==> config.mk <==
export PLATFORM = sky130hd
export DESIGN_NAME = serial_addsub
export DESIGN_NICKNAME = d
export VERILOG_FILES = /design/src/rtl/serial_addsub_pkg.sv /design/src/rtl/serial_addsub_digit.sv /design/src/rtl/serial_addsub.sv
export SDC_FILE = /design/constraint.sdc
export NUM_CORES = 1
export LEC_CHECK = 0
export ABC_AREA = 1
export CAP_MARGIN = 20
export CORE_UTILIZATION = 47
export CTS_BUF_LIST = sky130_fd_sc_hd__clkbuf_8
export DETAILED_ROUTE_END_ITERATION = 8
export PLACE_DENSITY = 0.74
export SLEW_MARGIN = 40
export SYNTH_ARGS = -nofsm -noshare
export SYNTH_HDL_FRONTEND = slang
export SYNTH_HIERARCHICAL = 1
export SYNTH_SLANG_ARGS = --single-unit
==> constraint.sdc <==
create_clock -name clk -period 1.8 [get_ports clk]
set_clock_uncertainty 0.15 [all_clocks]
set_input_delay 0.36 -clock clk [delete_from_list [all_inputs] [get_ports clk]]
set_output_delay 0.36 -clock clk [all_outputs]
set_load 0.1 [all_outputs]
==> src/rtl/serial_addsub_pkg.sv <==
// Shared definitions for the digit-serial add/subtract unit: FSM states,
// mode encoding and the counter-width helper.
package addsub_pkg;

    typedef enum logic [1:0] {
        IDLE = 2'd0,
        RUN  = 2'd1,
        DONE = 2'd2
    } state_t;

    localparam logic MODE_ADD = 1'b0;
    localparam logic MODE_SUB = 1'b1;

    // Bits needed to index n values; never less than one so the counter exists.
    function automatic int clog2(input int n);
        int r;
        r = 1;
        while ((1 << r) < n) r = r + 1;
        return r;
    endfunction

endpackage

==> src/rtl/serial_addsub_digit.sv <==
// Combinational DIGIT-bit add/subtract slice. Subtract is x + ~y + ~cin, with
// the carry-out inverted back into a borrow.
module addsub_digit
    import addsub_pkg::*;
#(
    parameter int DIGIT = 1
) (
    input  logic [DIGIT-1:0] x,
    input  logic [DIGIT-1:0] y,
    input  logic             cin,
    input  logic             mode,
    output logic [DIGIT-1:0] s,
    output logic             cout,
    output logic             msb_cin
);

    logic             sub;
    logic [DIGIT-1:0] y_eff;
    logic [DIGIT:0]   c;

    assign sub   = (mode == MODE_SUB);
    assign y_eff = sub ? ~y : y;
    assign c[0]  = sub ? ~cin : cin;

    for (genvar i = 0; i < DIGIT; i++) begin : g_bit
        assign s[i]   = x[i] ^ y_eff[i] ^ c[i];
        assign c[i+1] = (x[i] & y_eff[i]) | (c[i] & (x[i] ^ y_eff[i]));
    end

    // Raw adder carry into the top bit; overflow is msb_cin ^ raw carry-out.
    assign msb_cin = c[DIGIT-1];
    assign cout    = sub ? ~c[DIGIT] : c[DIGIT];

endmodule

==> src/rtl/serial_addsub.sv <==
// Multi-cycle add/subtract: DIGIT bits per clock, LSB first, with the
// carry/borrow rippled between cycles through a flop.
module serial_addsub
    import addsub_pkg::*;
#(
    parameter int WIDTH = 8,
    parameter int DIGIT = 1
) (
    input  logic             clk,
    input  logic             rst_n,
    input  logic             start,
    input  logic             mode,
    input  logic [WIDTH-1:0] a,
    input  logic [WIDTH-1:0] b,
    input  logic             bi,
    output logic             busy,
    output logic             done,
    output logic [WIDTH-1:0] d,
    output logic             bo,
    output logic             ovf
);

    localparam int N  = WIDTH / DIGIT;
    localparam int CW = clog2(N);

    if ((WIDTH % DIGIT) != 0 || WIDTH < 2) begin : g_bad_params
        $error("serial_addsub: WIDTH must be >= 2 and a multiple of DIGIT");
    end

    state_t                 state, state_nxt;
    logic [CW-1:0]          cnt;
    logic [WIDTH-1:0]       a_sr, b_sr;
    logic [WIDTH+DIGIT-1:0] d_cat;
    logic                   cb;
    logic                   mode_r;
    logic                   load, step, last;
    logic [DIGIT-1:0]       dig_s;
    logic                   dig_cout, dig_msb_cin, raw_cout;

    addsub_digit #(.DIGIT(DIGIT)) u_digit (
        .x       (a_sr[DIGIT-1:0]),
        .y       (b_sr[DIGIT-1:0]),
        .cin     (cb),
        .mode    (mode_r),
        .s       (dig_s),
        .cout    (dig_cout),
        .msb_cin (dig_msb_cin)
    );

    assign last     = (cnt == CW'(N - 1));
    assign d_cat    = {dig_s, d};
    assign raw_cout = (mode_r == MODE_SUB) ? ~dig_cout : dig_cout;

    always_comb begin
        // NOTE: every output of this block gets a default first, so no branch can infer a latch.
        state_nxt = state;
        load      = 1'b0;
        step      = 1'b0;
        unique case (state)
            IDLE, DONE: begin
                state_nxt = IDLE;
                if (start) begin
                    load      = 1'b1;
                    state_nxt = RUN;
                end
            end
            RUN: begin
                step = 1'b1;
                if (last) state_nxt = DONE;
            end
            default: state_nxt = IDLE;
        endcase
    end

    always_ff @(posedge clk or negedge rst_n) begin
        if (!rst_n) begin
            state <= IDLE;
            busy  <= 1'b0;
            done  <= 1'b0;
        end else begin
            // NOTE: non-blocking assignments so every flop samples pre-edge values.
            state <= state_nxt;
            busy  <= (state_nxt == RUN);
            done  <= (state == RUN) && last;
        end
    end

    always_ff @(posedge clk or negedge rst_n) begin
        if (!rst_n) begin
            // NOTE: the shift registers are reset too, so no partial result survives a mid-run reset.
            a_sr   <= '0;
            b_sr   <= '0;
            d      <= '0;
            cb     <= 1'b0;
            mode_r <= MODE_ADD;
            cnt    <= '0;
            bo     <= 1'b0;
            ovf    <= 1'b0;
        end else if (load) begin
            a_sr   <= a;
            b_sr   <= b;
            mode_r <= mode;
            cb     <= bi;
            cnt    <= '0;
        end else if (step) begin
            a_sr <= a_sr >> DIGIT;
            b_sr <= b_sr >> DIGIT;
            d    <= d_cat[WIDTH+DIGIT-1:DIGIT];
            cb   <= dig_cout;
            cnt  <= cnt + CW'(1);
            if (last) begin
                bo  <= dig_cout;
                ovf <= dig_msb_cin ^ raw_cout;
            end
        end
    end

endmodule

==> results by stage <==
Synthesis:
- The area share of the largest cell type after synthesis is 0.5422.
- After synthesis the netlist holds a flip-flop and latch count of 35.
- Of the total synthesized cell area, the portion taken by AND, OR, NAND and NOR gates is 0.2858.
- The synthesized-area fraction occupied by ao, oa, aoi and oai cells came to 0.06197.
- By area, the combinational part of the netlist is dominated by simple AND/OR/NAND/NOR gates.
- When the netlist entered floorplanning its net count stood at 232.
- Counting instances in the post-synthesis netlist gives the leading cell types as sky130_fd_sc_hd__nand2_1, sky130_fd_sc_hd__dfrtp_1, sky130_fd_sc_hd__inv_1.
- The share of the synthesized netlist area taken by xor and xnor gates is 0.
- The cell type contributing the most total cell area after synthesis is sky130_fd_sc_hd__dfrtp_1.
- The Yosys step of the flow raised 6 warnings.
- The arithmetic-cell share of the synthesized area counting full adders, half adders and majority gates is 0.02789.
- In the post-synthesis netlist, the biggest area contributors are sky130_fd_sc_hd__dfrtp_1, sky130_fd_sc_hd__nand2_1, sky130_fd_sc_hd__inv_1, sky130_fd_sc_hd__o21ai_0, sky130_fd_sc_hd__nor2_1.
- The number of enable flip-flop cells after synthesis is 0.
- The distinct cell type count of the synthesized netlist is 17.
- The prevailing post-synth register cell is sky130_fd_sc_hd__dfrtp_1.
- The cell area after technology mapping is 0.001615 sq mm.
- The cell count after synthesis came out at 208.
- For this run, the register share of the synthesized area comes to 0.5422.
- After synthesis, the share of cell area in mux cells is 0.
- The mean cell area of the mapped netlist is 7.766 sq um.
- The proportion of synthesized flip-flops having asynchronous set or reset is 1.000.
- The most common cell in the synthesized netlist is sky130_fd_sc_hd__nand2_1.

Worst setup path:
- The worst setup path is captured at a register.
- At the worst endpoint, the required time is 1.82 ns.
- The critical path in this run is classified as reg -> reg.
- The sort of element at the start of the critical path is a register.
- The top fanout value on the critical path is 4.
- The arrival time of the worst setup path is 1.75 ns.

CTS:
- After clock tree synthesis, the clock-pin slew on the worst setup and hold paths is 0.06 ns.
- The number of buffers added by the clock tree synthesis step is 5.
- The count of hold-fix buffers inserted at cts is 0.
- In this run the clock root is driven by a sky130_fd_sc_hd__clkbuf_8.
- The maximum count of clock buffers along a single path is 2.
- For the worst-skew pair, the clock arrives at the later sink with an insertion delay of 0.28 ns.
- The sink count of the clock tree is 35.
- The TritonCTS clock tree is yes.
- The clock tree synthesis step divided the H-tree into 2 levels.

Route:
- In the final routed layout, each cell accounts on average for 11.08 microns.
- For this block, the initial DRC count from the detailed router was 62.
- The first-pass detailed-route iteration total is 4.
- For this block, the via count after detailed routing is 1369.
- The total routed wirelength is 3279 microns.
- Using the TritonRoute via totals, the vias-per-cell ratio works out to 4.625.
- For this run, design rule violations remaining after detail routing come to 0.
- The count of nets left with antenna violations once routing finished came out at 0.

Power and ir drop:
- VDD sags by at most 1.564 mV.
- The total power density per cell area is 2119 mW/mm^2.
- For this design the static power due to leakage is 1.177 nW.

Layout:
- The final design utilization is 0.7238.
- The relative area change from synthesis to final layout is 41.29%.
- Fill cells in the final layout number 260.
- The post-route non-filler standard cell count is 296.
- Of the cells placed in the final design, the portion with a size suffix greater than 1 is 0.1627.
- For this run, the post-layout net count is 275.
- The number of antenna cells inserted is 0.

Min path:
- The type of the worst min-delay path is in -> async.

Place:
- During placement, the flow inserted port buffers numbering 32.
- Detailed placement finished with a half-perimeter wire length of 2387 microns.
- Routability-driven placement finished with a final weighted congestion of 0.8101.
- The total placed cells including tap cells is 286.

Timing:
- Setup violations remaining at the end of the flow were counted as 0.
- The transition time of the tightest slew-check pin is 0.4424 ns.
- The clock period could shrink to 1.730 ns.
- The worst pin sits at a relative slew slack of 0.7048.
- The hold violation total from the final report is 0.
- The highest attainable clock frequency is 577.9 MHz.
- The share of the clock period used by the worst path is 0.9614.
- The total count of max-transition violations in the final report was 0.

Die:
- The die is 60.63 microns tall.
- The core region area is 0.003153 sq mm.
- The initial cell density of the core is 0.5123.
- The area of the die is 0.003675 sq mm.
- In this run the count of I/O pins placed on the die edge is 33.
- From left edge to right edge, the die measures 60.63 microns.
- After floorplanning, the core was divided into 20 placement rows.

GRT:
- The pin count of the biggest net entering global routing is 36.
- The global-route usage over all layers is 0.2001.
- The via count of the first global-routing pass was 1278.
- The initial antenna violation count is 0.
- The first global-routing pass estimated 5278 microns of wire.
- The global-route congestion overflow total is 0.

Job:
- Max-cap violations in this run came to 0.

Outcome:
- The flow ran to the end, and the final reports show no timing, DRC or antenna violations.
## final timing paths
path	start	to	slack, ns	cells past startpoint
min in group clk	a_sr[5]$_DFFE_PN0P_	a_sr[5]$_DFFE_PN0P_	0.33	2
hold reg to reg	a_sr[5]$_DFFE_PN0P_	a_sr[5]$_DFFE_PN0P_	0.33	2
setup / recovery	cb$_DFFE_PN0P_	ovf$_DFFE_PN0P_	0.07	12
setup reg to reg	cb$_DFFE_PN0P_	ovf$_DFFE_PN0P_	0.07	12
max in group asynchronous	rst_n	busy$_DFF_PN0_	1.02	2
hold / removal	rst_n	d[2]$_DFFE_PN0P_	0.30	2
## through the flow
step / power, mW / setup slack, ns / setup TNS (ns) / area (sq um) / hold WS [ns]
floorplan: 3.213 / 0.05169 / 0 / 1615 / -0.08559
global placement: 4.093 / 0.07431 / 0 / 2152 / 0.3095
detailed placement: 4.148 / 0.01947 / 0 / 2152 / 0.3155
CTS: 4.764 / 0.004107 / 0 / 2252 / 0.2990
global route: 5.162 / -0.02866 / -0.02866 / 2282 / 0.3126
finish: 4.836 / 0.06951 / 0 / 2282 / 0.2966
## repair_timing
item / 4_1_cts / 5_1_grt
resized for setup: 0 / 7
setup buffers: 0 / 2
setup endpoints to repair: 0 / 2
## layer usage
metal	vias up	wire [microns]	global-route usage	share of wire
li1	710	-	-	-
met1	635	1510	0.2517	0.46
met2	22	1648	0.3250	0.50
met3	2	108	0.05544	0.033
met4	0	12	0.08766	0.0037
met5	-	0	0	0
## placed cells by master (no fill, tap or decap)
cell / instances
sky130_fd_sc_hd__dfrtp_1: 35
sky130_fd_sc_hd__clkdlybuf4s50_1: 20
sky130_fd_sc_hd__nand2_1: 93
sky130_fd_sc_hd__nor2_1: 10
sky130_fd_sc_hd__nand3_1: 6
sky130_fd_sc_hd__or2_0: 1
sky130_fd_sc_hd__ha_1: 2
sky130_fd_sc_hd__clkbuf_8: 7
sky130_fd_sc_hd__a21oi_1: 1
sky130_fd_sc_hd__o21ai_1: 5
sky130_fd_sc_hd__o21ai_0: 14
sky130_fd_sc_hd__nand2_2: 7
sky130_fd_sc_hd__inv_2: 3
sky130_fd_sc_hd__nand3b_1: 1
sky130_fd_sc_hd__inv_1: 23
sky130_fd_sc_hd__buf_4: 10
sky130_fd_sc_hd__buf_12: 13
sky130_fd_sc_hd__fa_2: 1
## layout make-up
cell class	instances	area, sq um	share of cell area
flip-flops and latches	35	875.8	0.3838
clock inverters	1	3.754	0.001645
inverters	25	93.84	0.04112
multi-input cells	141	621.8	0.2725
repair buffers	43	535.5	0.2346
well taps	44	55.05	0.02412
clock buffers	7	96.34	0.04221
## power by group
group	leakage [nW]	total [mW]	internal [mW]	switching, mW
sequential	0.438	1.41	1.14	0.262
clock	0.0557	0.607	0.343	0.264
combinational	0.683	2.82	1.03	1.79
total	1.18	4.84	2.52	2.32
## kinds of logic after synthesis
| logic type | Yosys count |
|---|---|
| simple gates | 118 |
| compound gates | 20 |
| flops | 35 |
| buf+inv | 32 |
| fa+ha+maj | 3 |
## worst max-delay path: stages, from the launching register on
cell and delay, ns:
sky130_fd_sc_hd__dfrtp_1 0.40, sky130_fd_sc_hd__inv_1 0.09, sky130_fd_sc_hd__nand2_2 0.07, sky130_fd_sc_hd__nand2_2 0.05, sky130_fd_sc_hd__fa_2 0.33, sky130_fd_sc_hd__inv_1 0.07, sky130_fd_sc_hd__nand2_1 0.07, sky130_fd_sc_hd__nand2_2 0.10
sky130_fd_sc_hd__inv_2 0.05, sky130_fd_sc_hd__nand2_1 0.06, sky130_fd_sc_hd__nand3_1 0.06, sky130_fd_sc_hd__nand3_1 0.08, sky130_fd_sc_hd__nand2_1 0.05
## sequential cells by signal, indices dropped and copies added, names as in the netlist
| register | count |
|---|---|
| a_sr | 8 |
| b_sr | 8 |
| bo | 1 |
| busy | 1 |
| cb | 1 |
| cnt | 3 |
| d | 8 |
| done | 1 |
| mode_r | 1 |
| ovf | 1 |
| state | 2 |
Note: power is estimated with default switching activity, not from simulation.
